[src/rtl/dr_ald_pkg.sv]
// Shared definitions for the dynamic-range approximate log divider.
package dr_ald_pkg;

  // Widest operand the divider is built for; the exponent type is sized for it.
  localparam int PKG_DW = 16;
  localparam int K_W    = $clog2(PKG_DW);

  // Signed exponent difference, with headroom for the borrow decrement.
  typedef logic signed [K_W+1:0] exp_t;

  // Largest positive quotient for the widest operand.
  localparam logic [PKG_DW-1:0] QMAX = {1'b0, {(PKG_DW-1){1'b1}}};

  // Leading-one position; an all-zero input reports 0.
  function automatic logic [K_W-1:0] lod(input logic [PKG_DW-1:0] v);
    lod = '0;
    for (int i = 0; i < PKG_DW; i++) begin
      if (v[i]) lod = K_W'(i);
    end
  endfunction

endpackage

[src/rtl/ald_antilog_shift.sv]
// Antilog: scales the log-domain mantissa by 2^(e - M_WIDTH) and saturates
// the magnitude to the largest positive quotient.
module ald_antilog_shift
  import dr_ald_pkg::*;
#(
  parameter int DWIDTH  = 16,
  parameter int M_WIDTH = 6
) (
  input  logic [M_WIDTH:0]  mant,
  input  exp_t              e,
  output logic [DWIDTH-1:0] mag
);

  // Wide enough that the largest left shift never drops set bits.
  localparam int WW = DWIDTH + M_WIDTH + 2;
  localparam logic [PKG_DW-1:0] SAT_W = QMAX >> (PKG_DW - DWIDTH);
  localparam logic [DWIDTH-1:0] SAT   = SAT_W[DWIDTH-1:0];

  function automatic logic [DWIDTH-1:0] sat_mag(input logic [WW-1:0] v);
    if (v > WW'(SAT)) sat_mag = SAT;
    else              sat_mag = v[DWIDTH-1:0];
  endfunction

  logic [WW-1:0] wide;
  int            e_i;

  // Shift left for large exponents, truncating right shift otherwise.
  always_comb begin
    e_i  = int'(e);
    wide = '0;
    if (e_i >= M_WIDTH) begin
      wide = WW'(mant) << (e_i - M_WIDTH);
    end else if ((M_WIDTH - e_i) < (M_WIDTH + 2)) begin
      wide = WW'(mant) >> (M_WIDTH - e_i);
    end
    mag = sat_mag(wide);
  end

endmodule

[src/rtl/dr_ald_pipe.sv]
// Pipelined signed approximate divider, q ~ a / b, computed as a subtraction
// in the log domain with truncated mantissas whose LSB is forced to 1.
// Operands are registered on acceptance, then pass through sign/LOD,
// mantissa subtraction and antilog stages into the output register.
module dr_ald_pipe
  import dr_ald_pkg::*;
#(
  parameter int DWIDTH  = 16,
  parameter int M_WIDTH = 6
) (
  input  logic                     i_clk,
  input  logic                     i_rst_n,
  input  logic                     i_valid,
  output logic                     o_ready,
  input  logic signed [DWIDTH-1:0] i_a,
  input  logic signed [DWIDTH-1:0] i_b,
  output logic                     o_valid,
  input  logic                     i_ready,
  output logic signed [DWIDTH-1:0] o_q,
  output logic                     o_dz
);

  localparam logic [PKG_DW-1:0] SAT_W = QMAX >> (PKG_DW - DWIDTH);
  localparam logic [DWIDTH-1:0] SAT   = SAT_W[DWIDTH-1:0];

  // Exact magnitude; the most negative value maps onto 2^(DWIDTH-1).
  function automatic logic [DWIDTH-1:0] abs_mag(input logic signed [DWIDTH-1:0] v);
    logic [DWIDTH-1:0] u;
    u = v;
    abs_mag = u[DWIDTH-1] ? (~u + DWIDTH'(1)) : u;
  endfunction

  // Truncated fraction below the leading one, with the LSB forced to 1.
  function automatic logic [M_WIDTH-1:0] trunc_frac(input logic [DWIDTH-1:0] m,
                                                    input logic [K_W-1:0]    k);
    logic [DWIDTH-1:0] n;
    n = m << (DWIDTH - 1 - int'(k));
    trunc_frac = {n[DWIDTH-2 -: M_WIDTH-1], 1'b1};
  endfunction

  function automatic logic signed [DWIDTH-1:0] apply_sign(input logic neg,
                                                          input logic [DWIDTH-1:0] m);
    apply_sign = neg ? $signed(DWIDTH'(0) - m) : $signed(m);
  endfunction

  logic vld_p0, vld_p1, vld_p2, vld_p3;
  logic ld_p0, ld_p1, ld_p2, ld_p3;

  // A stage loads when empty or when its occupant moves on this edge.
  assign ld_p3   = !vld_p3 || i_ready;
  assign ld_p2   = !vld_p2 || ld_p3;
  assign ld_p1   = !vld_p1 || ld_p2;
  assign ld_p0   = !vld_p0 || ld_p1;
  assign o_ready = ld_p0;
  assign o_valid = vld_p3;

  // Stage valid bits; reset discards everything in flight.
  always_ff @(posedge i_clk or negedge i_rst_n) begin
    if (!i_rst_n) begin
      vld_p0 <= 1'b0;
      vld_p1 <= 1'b0;
      vld_p2 <= 1'b0;
      vld_p3 <= 1'b0;
    end else begin
      if (ld_p0) vld_p0 <= i_valid;
      if (ld_p1) vld_p1 <= vld_p0;
      if (ld_p2) vld_p2 <= vld_p1;
      if (ld_p3) vld_p3 <= vld_p2;
    end
  end

  // ---- p0: accepted operands ----
  logic signed [DWIDTH-1:0] a_p0, b_p0;

  // Capture operands on an input transfer.
  always_ff @(posedge i_clk) begin
    if (ld_p0 && i_valid) begin
      a_p0 <= i_a;
      b_p0 <= i_b;
    end
  end

  // ---- p1: sign, magnitudes, leading-one positions, zero flags ----
  logic [DWIDTH-1:0] mag_a_s1, mag_b_s1, mag_a_p1, mag_b_p1;
  logic [K_W-1:0]    ka_p1, kb_p1;
  logic              sign_p1, aneg_p1, za_p1, zb_p1;

  assign mag_a_s1 = abs_mag(a_p0);
  assign mag_b_s1 = abs_mag(b_p0);

  // Register sign/LOD results.
  always_ff @(posedge i_clk) begin
    if (ld_p1 && vld_p0) begin
      sign_p1  <= a_p0[DWIDTH-1] ^ b_p0[DWIDTH-1];
      aneg_p1  <= a_p0[DWIDTH-1];
      mag_a_p1 <= mag_a_s1;
      mag_b_p1 <= mag_b_s1;
      ka_p1    <= lod(PKG_DW'(mag_a_s1));
      kb_p1    <= lod(PKG_DW'(mag_b_s1));
      za_p1    <= (a_p0 == '0);
      zb_p1    <= (b_p0 == '0);
    end
  end

  // ---- p2: log-domain subtraction ----
  logic [M_WIDTH-1:0] xa_s2, xb_s2, diff_s2;
  logic               borrow_s2;
  logic [M_WIDTH:0]   mant_s2, mant_p2;
  exp_t               e_s2, e_p2;
  logic               sign_p2, aneg_p2, za_p2, zb_p2;

  // Both branches reduce to {1, xa - xb mod 2^M_WIDTH}: on a borrow,
  // 2^(M_WIDTH+1) + xa - xb still lies between 2^M_WIDTH and 2^(M_WIDTH+1).
  always_comb begin
    xa_s2     = trunc_frac(mag_a_p1, ka_p1);
    xb_s2     = trunc_frac(mag_b_p1, kb_p1);
    borrow_s2 = (xa_s2 < xb_s2);
    diff_s2   = xa_s2 - xb_s2;
    mant_s2   = {1'b1, diff_s2};
    e_s2      = $signed({2'b00, ka_p1}) - $signed({2'b00, kb_p1})
              - (borrow_s2 ? exp_t'(1) : exp_t'(0));
  end

  // Register mantissa, exponent and flags.
  always_ff @(posedge i_clk) begin
    if (ld_p2 && vld_p1) begin
      mant_p2 <= mant_s2;
      e_p2    <= e_s2;
      sign_p2 <= sign_p1;
      aneg_p2 <= aneg_p1;
      za_p2   <= za_p1;
      zb_p2   <= zb_p1;
    end
  end

  // ---- p3: antilog, sign and zero handling, output register ----
  logic [DWIDTH-1:0]        mag_s3;
  logic signed [DWIDTH-1:0] q_s3, q_p3;
  logic                     dz_s3, dz_p3;

  ald_antilog_shift #(
    .DWIDTH (DWIDTH),
    .M_WIDTH(M_WIDTH)
  ) u_antilog (
    .mant(mant_p2),
    .e   (e_p2),
    .mag (mag_s3)
  );

  // Divide-by-zero saturates toward the dividend's sign; 0/0 gives 0.
  always_comb begin
    q_s3  = apply_sign(sign_p2, mag_s3);
    dz_s3 = 1'b0;
    if (zb_p2) begin
      dz_s3 = 1'b1;
      q_s3  = za_p2 ? '0 : apply_sign(aneg_p2, SAT);
    end else if (za_p2) begin
      q_s3 = '0;
    end
  end

  // Output register holds its value while the consumer stalls.
  always_ff @(posedge i_clk or negedge i_rst_n) begin
    if (!i_rst_n) begin
      q_p3  <= '0;
      dz_p3 <= 1'b0;
    end else if (ld_p3 && vld_p2) begin
      q_p3  <= q_s3;
      dz_p3 <= dz_s3;
    end
  end

  assign o_q  = q_p3;
  assign o_dz = dz_p3;

endmodule

[config.mk]
export PLATFORM = sky130hd
export DESIGN_NAME = dr_ald_pipe
export DESIGN_NICKNAME = d
export VERILOG_FILES = /design/src/rtl/dr_ald_pkg.sv /design/src/rtl/ald_antilog_shift.sv /design/src/rtl/dr_ald_pipe.sv
export SDC_FILE = /design/constraint.sdc
export NUM_CORES = 1
export LEC_CHECK = 0
export ABC_AREA = 1
export ABC_CLOCK_PERIOD_IN_PS = 5300
export BUFFER_PORTS_ARGS = -buffer_cell sky130_fd_sc_hd__buf_2
export CORE_MARGIN = 1.5
export CORE_UTILIZATION = 55
export CTS_CLUSTER_SIZE = 14
export DETAILED_ROUTE_END_ITERATION = 6
export PLACE_DENSITY = 0.74
export SKIP_CTS_REPAIR_TIMING = 1
export SLEW_MARGIN = 10
export SYNTH_ARGS = -nofsm -noshare
export SYNTH_HDL_FRONTEND = slang
export SYNTH_SLANG_ARGS = --single-unit
[constraint.sdc]
create_clock -name i_clk -period 5.3 [get_ports i_clk]
set_clock_uncertainty 0.05 [all_clocks]
set_input_delay 0.795 -clock i_clk [delete_from_list [all_inputs] [get_ports i_clk]]
set_output_delay 0.795 -clock i_clk [all_outputs]
set_load 0.02 [all_outputs]
# Word level (Yosys, flattened, before mapping)
# Cells that the tools add are included.
[word_totals]
inputBits = 36
regBits = 113
[classes]
muxes = 40
shifts = 4
reduce_logical = 20
n_addsub = 10
n_lt_le_gt_ge = 4
bitwise_logic = 3
[op_table]
columns = ["operator", "count"]
rows = [
  ["$mux 16", 8],
  ["$shl 16x32->15", 2],
  ["$mux 24", 2],
  ["$mux 4", 12],
  ["$add 16x1->16 const B", 2],
  ["$logic_not 16->1", 2],
  ["$lt 32x5->1 const B", 1],
  ["$not 16->16", 2],
  ["$shl 7x32->24", 1],
  ["$shr 7x32->24", 1],
  ["$gt 24x15->1 const B", 1],
  ["$mux 3", 8],
  ["$reduce_or 8->1", 2],
  ["$sub 1x16->16 const A", 1],
  ["$sub 4x4->5 const A", 2],
  ["$mux 2", 4],
  ["$reduce_or 4->1", 2],
  ["$sub 4x6->7 const A", 1],
  ["$sub 6x4->7 const B", 1],
  ["$ge 6x4->1 const B", 1],
  ["$lt 6x6->1", 1],
  ["$mux 1", 6],
  ["$sub 5x2->6", 1],
  ["$sub 6x6->6", 1],
  ["6 further kinds", 16],
]

# Depth between registers and ports, before layout
[logic_depth]
ltp_word = 17
mapped_depth = 24
ltp_nobuf = 22

# Cells and area by module
# A second synthesis with hierarchy kept.
[hier_totals]
hier_cells = 965
area_unflattened_um2 = 7629.8
[by_module_without_submodules]
columns = ["module", "area_each_um2", "cells_per_inst", "n_inst", "seq_area_each_um2"]
rows = [
  ["dr_ald_pipe", 6449.9, 742, 1, 3198.1],
  ["ald_antilog_shift", 1179.9, 223, 1, 0.0],
]

# Worst setup path after synthesis
# OpenSTA, ideal clock, no wires.
[synth_path]
path_kind = "register -> register"
start = "reg ka_p1[0]"
end = "reg e_p2[4], data pin"
setup_time_ns = 0.262
arrival_time_ns = 2.917
stages_incl_launch_ff = 16
slack_ns = 2.071
path_buffers = 2
path_cell_list = "edfxtp_1 -> clkbuf_1 -> clkbuf_1 -> mux2i_1 -> o221ai_1 -> a32oi_1 -> inv_1 -> ha_1 -> nand2_1 -> o21ai_0 -> a21o_1 -> a21oi_1 -> ha_1 -> ha_1 -> nand3_1 -> xor2_1"
[synth_between]
elab_chain_len = 5
[synth_lines]
columns = ["item", "line_no", "text"]
rows = [
  ["start, declared", "dr_ald_pipe.sv:85", "logic [K_W-1:0] ka_p1, kb_p1;"],
  ["start signal, assigned", "dr_ald_pipe.sv:98", "ka_p1 <= lod(PKG_DW'(mag_a_s1));"],
  ["$sub 4x4->5", "dr_ald_pipe.sv:37", "n = m << (DWIDTH - 1 - int'(k));"],
  ["$shl 16x32->15", "dr_ald_pipe.sv:37", ""],
  ["$lt 6x6->1", "dr_ald_pipe.sv:117", "borrow_s2 = (xa_s2 < xb_s2);"],
  ["$mux 1", "dr_ald_pipe.sv:121", "- (borrow_s2 ? exp_t'(1) : exp_t'(0));"],
  ["$sub 5x2->6 (*)", "dr_ald_pipe.sv:121", ""],
  ["via e_s2[4]", "dr_ald_pipe.sv:109", "exp_t e_s2, e_p2;"],
  ["end signal, assigned", "dr_ald_pipe.sv:128", "e_p2 <= e_s2;"],
  ["end, declared", "dr_ald_pipe.sv:109", ""],
]
# Mark *: on every way through the listed nets, which the timed path passes. The rest lies on a longest branch.
# A chain may end at the register's enable or synchronous reset.

# Worst setup path in the final report
[layout_path]
start = "reg e_p2[1]"
end = "reg q_p3[8] (netlist: o_q[8])"
[layout_between]
elab_chain_len = 10
[layout_lines]
columns = ["item", "line_no", "text"]
rows = [
  ["$sub 4x6->7", "ald_antilog_shift.sv:33, ald_antilog_shift.sv:34", ""],
  ["$lt 32x5->1 or $shr 7x32->24 (tied branches)", "ald_antilog_shift.sv:33, ald_antilog_shift.sv:34", ""],
  ["$mux 24", "ald_antilog_shift.sv:33", "end else if ((M_WIDTH - e_i) < (M_WIDTH + 2)) begin"],
  ["$mux 24 (*)", "ald_antilog_shift.sv:31", "if (e_i >= M_WIDTH) begin"],
  ["$gt 24x15->1", "ald_antilog_shift.sv:20", "if (v > WW'(SAT)) sat_mag = SAT;"],
  ["$mux 16 (*)", "ald_antilog_shift.sv:20", ""],
  ["$sub 1x16->16", "dr_ald_pipe.sv:43", "apply_sign = neg ? $signed(DWIDTH'(0) - m) : $signed(m);"],
  ["$mux 16 (*)", "dr_ald_pipe.sv:43", ""],
  ["$mux 16 (*)", "dr_ald_pipe.sv:157", "end else if (za_p2) begin"],
  ["$mux 16 (*)", "dr_ald_pipe.sv:154", "if (zb_p2) begin"],
  ["end signal, assigned", "dr_ald_pipe.sv:168", "q_p3 <= q_s3;"],
  ["end, declared", "dr_ald_pipe.sv:138", "logic signed [DWIDTH-1:0] q_s3, q_p3;"],
]
# Mark *: on every way between the ends. The rest lies on a longest branch, timed or not.

==> results.sh <==
export IMPL_status="complete, no violations"
export IMPL_final_hold_viol_count=0
export IMPL_drt_pass1_iterations=5
export IMPL_core_um2=12600
export IMPL_yosys_warnings=0
export IMPL_seq_area_frac_synth_pct=44.9
export IMPL_insertion_delay_ps=350
export IMPL_final_nets=976
export IMPL_finalCritPeriodShare_pct=71.9
export IMPL_tightest_slew_ps=1160
export IMPL_netlist_area_um2=7120
export IMPL_vias=5810
export IMPL_synthCells=878
export IMPL_synthAdderAreaFrac_pct=3.55
export IMPL_crit_fanout=29
export IMPL_final_layout_size_suffix_gt1_share_pct=12.0
export IMPL_grt_overflow=0
export IMPL_synth_compound_area_share_pct=11.9
export IMPL_critPathArrivalTime_ps=4040
export IMPL_die_height_um=117
export IMPL_drt_initial_drc_count=534
export IMPL_yosysTopAreaCell="edfxtp_1"
export IMPL_ios=55
export IMPL_diodes=0
export IMPL_max_slew_margin_pct=22.4
export IMPL_path_class="reg -> reg"
export IMPL_root_buffer="clkbuf_16"
export IMPL_grt_pass1_vias=5255
export IMPL_clockBufferDepth=2
export IMPL_dpl_instance_area_um2=7520
export IMPL_viasPerCell=5.29
export IMPL_synth_xor_area_share_pct=4.30
export IMPL_synth_top_family_by_area="simple AND/OR/NAND/NOR gates"
export IMPL_area_growth_pct=10.1
export IMPL_irDropWorstVdd_v=0.000223
export IMPL_rsz0062_at_grt="false"
export IMPL_fmax_ghz=0.262
export IMPL_wl_um=13300
export IMPL_grt_pass1_wl_um=22400
export IMPL_io_buffers=54
export IMPL_gp_congestion=0.918
export IMPL_tns_ps=0
export IMPL_start_util_pct=56.5
export IMPL_critPathLaunchType="flip-flop"
export IMPL_grt_antenna_before_repair=0
export IMPL_synth_area_leaders="edfxtp_1 38%, nand2_1 10%, dfrtp_1 7.4%, inv_1 5.7%, nand3_1 5.3%"
export IMPL_p_total_w=0.00392
export IMPL_syn_nets=933
export IMPL_grt_max_degree=43
export IMPL_drcViolationCount=0
export IMPL_cts_sinks=110
export IMPL_muxShareOfSynthArea_pct=1.55
export IMPL_fin_crit_ps=3810
export IMPL_finalSetupViolations=0
export IMPL_row_count=41
export IMPL_postRouteAntennaNets=0
export IMPL_die_area_um2=13600
export IMPL_die_x_um=117
export IMPL_maxCapViolCount=0
export IMPL_cts_tree="built"
export IMPL_track_usage_pct=20.8
export IMPL_cp_required_ps=5530
export IMPL_hpwlAfterDp_um=10300
export IMPL_ys_ff_latch=110
export IMPL_final_area_um2=7840
export IMPL_hold_path_class="in -> async"
export IMPL_routedWlPerCell_um=12.2
export IMPL_clk_pin_slew_ps=70
export IMPL_power_density_nw_per_um2=499
export IMPL_h_tree_depth=3
export IMPL_place_inst=1082
export IMPL_synth_avg_cell_area_um2=8.11
export IMPL_nFillCells=1116
export IMPL_fin_cells=1098
export IMPL_finalMaxSlewViolations=0
export IMPL_crit_path_end_kind="flip-flop"
export IMPL_leakage_nw=3.54
export IMPL_synth_simple_area_share_pct=26.1
export IMPL_synth_cell_types=52
export IMPL_numCtsBuffers=9
export IMPL_synth_top_area_share_pct=37.5
==> final timing paths <==
check	cells after the start	slack (ps)	from	end
max	18	1490	e_p2[1]	o_q[8]
min	1	340	i_rst_n	o_q[9]
max reg2reg	18	1490	e_p2[1]	o_q[8]
min reg2reg	0	370	aneg_p1	aneg_p2
max in group asynchronous	1	4530	i_rst_n	vld_p0
min in group i_clk	0	370	aneg_p1	aneg_p2
==> final cells by class <==
| type | instances | area (µm²) | share of cell area (%) |
|---|---|---|---|
| clock buffer | 9 | 225 | 2.87 |
| clock inverter | 7 | 97.6 | 1.24 |
| inverter | 119 | 447 | 5.70 |
| multi-input combinational | 625 | 3370 | 43.0 |
| sequential | 110 | 3200 | 40.8 |
| tap | 172 | 215 | 2.74 |
| timing repair buffer | 56 | 285 | 3.64 |
==> where the power goes <==
part | switching, W | internal (W) | leakage, nW
combinational | 0.00127 | 0.000657 | 2.28
sequential | 0.000146 | 0.00114 | 1.10
clock | 0.000296 | 0.000416 | 0.159
==> through the flow <==
stage | setup WS, ps | util, % | hold slack, ps
global placement | 1610 | 59.6 | 354
detailed placement | 1560 | 59.6 | 358
floorplan | 2070 | - | 350
CTS | 1560 | 62.1 | 347
finish | 1490 | 62.1 | 339
global route | 1080 | 62.1 | 379
==> logic make-up (layout without fill, tap and decap cells) <==
logic type	count (synthesis)	count (layout)
and+or+nand+nor	417	417
AOI/OAI and AO/OA	143	143
muxes	11	11
xor gates and xnor gates	35	35
buffers and inverters	143	191
adders and majority gates	19	19
DFF	110	110
==> cells in the final DEF, fill, tap and decap left out, drive strengths merged, types with 10 or more instances in the layout <==
cell and instances:
o211ai 10, mux2i 11, buf 56, dfrtp 21, inv 117, nand4 11, edfxtp 89, o21ai 63
nand3 77, nand2 197, xor2 27, nor2 92, nor3 16, a21oi 43, ha 17
==> state kept, by name, indices dropped and copies added, names as in the netlist, 4 cells and up <==
name,cells
e_p2,6
mag_a_p1,15
b_p0,16
o_q,16
mag_b_p1,15
kb_p1,4
ka_p1,4
a_p0,16
mant_p2,5
==> critical path: stages, from the launching register on <==
cell and delay [ps]:
edfxtp_1 600, ha_1 640, clkinv_1 340, nand3_1 200, nand2_1 60, nand3_1 80
o21bai_1 60, nand2_1 70, nand3_2 420, inv_2 240, nor2_1 80, ha_1 220
inv_1 110, nor2_2 70, nand2_1 90, nand2_1 50, nand3_1 80, nand3_1 100
a21oi_1 160
==> synth_stat cells, drive strengths merged <==
| cell type | count |
|---|---|
| nand2 | 197 |
| inv | 116 |
| nor2 | 92 |
| edfxtp | 89 |
| nand3 | 77 |
| o21ai | 63 |
| a21oi | 43 |
| xor2 | 27 |
| dfrtp | 21 |
| ha | 17 |
| nor3 | 16 |
| clkbuf | 15 |
| mux2i | 11 |
| nand4 | 11 |
| o211ai | 10 |
| buf | 9 |
| xnor2 | 8 |
| nor4 | 7 |
| nand3b | 6 |
| or2 | 6 |
| a31oi | 5 |
| o311ai | 5 |
| nor3b | 4 |
| clkinv | 3 |
| o21bai | 3 |
| a32oi | 2 |
| fa | 2 |
| o21ba | 2 |
| o32ai | 2 |
| a21o | 1 |
| a22oi | 1 |
| a2bb2oi | 1 |
| a31o | 1 |
| a32o | 1 |
| and2 | 1 |
| o2111ai | 1 |
| o221ai | 1 |
| o31ai | 1 |
==> metal layers <==
layer | vias to the layer above | part of all wire [%] | track usage, %
li1 | 3049 | - | -
met1 | 2590 | 43 | 24.4
met2 | 143 | 51 | 37.8
met3 | 28 | 3.7 | 3.71
met4 | 0 | 2.3 | 8.11
met5 | - | 0 | 0
Power figures use the tool's default switching activity.
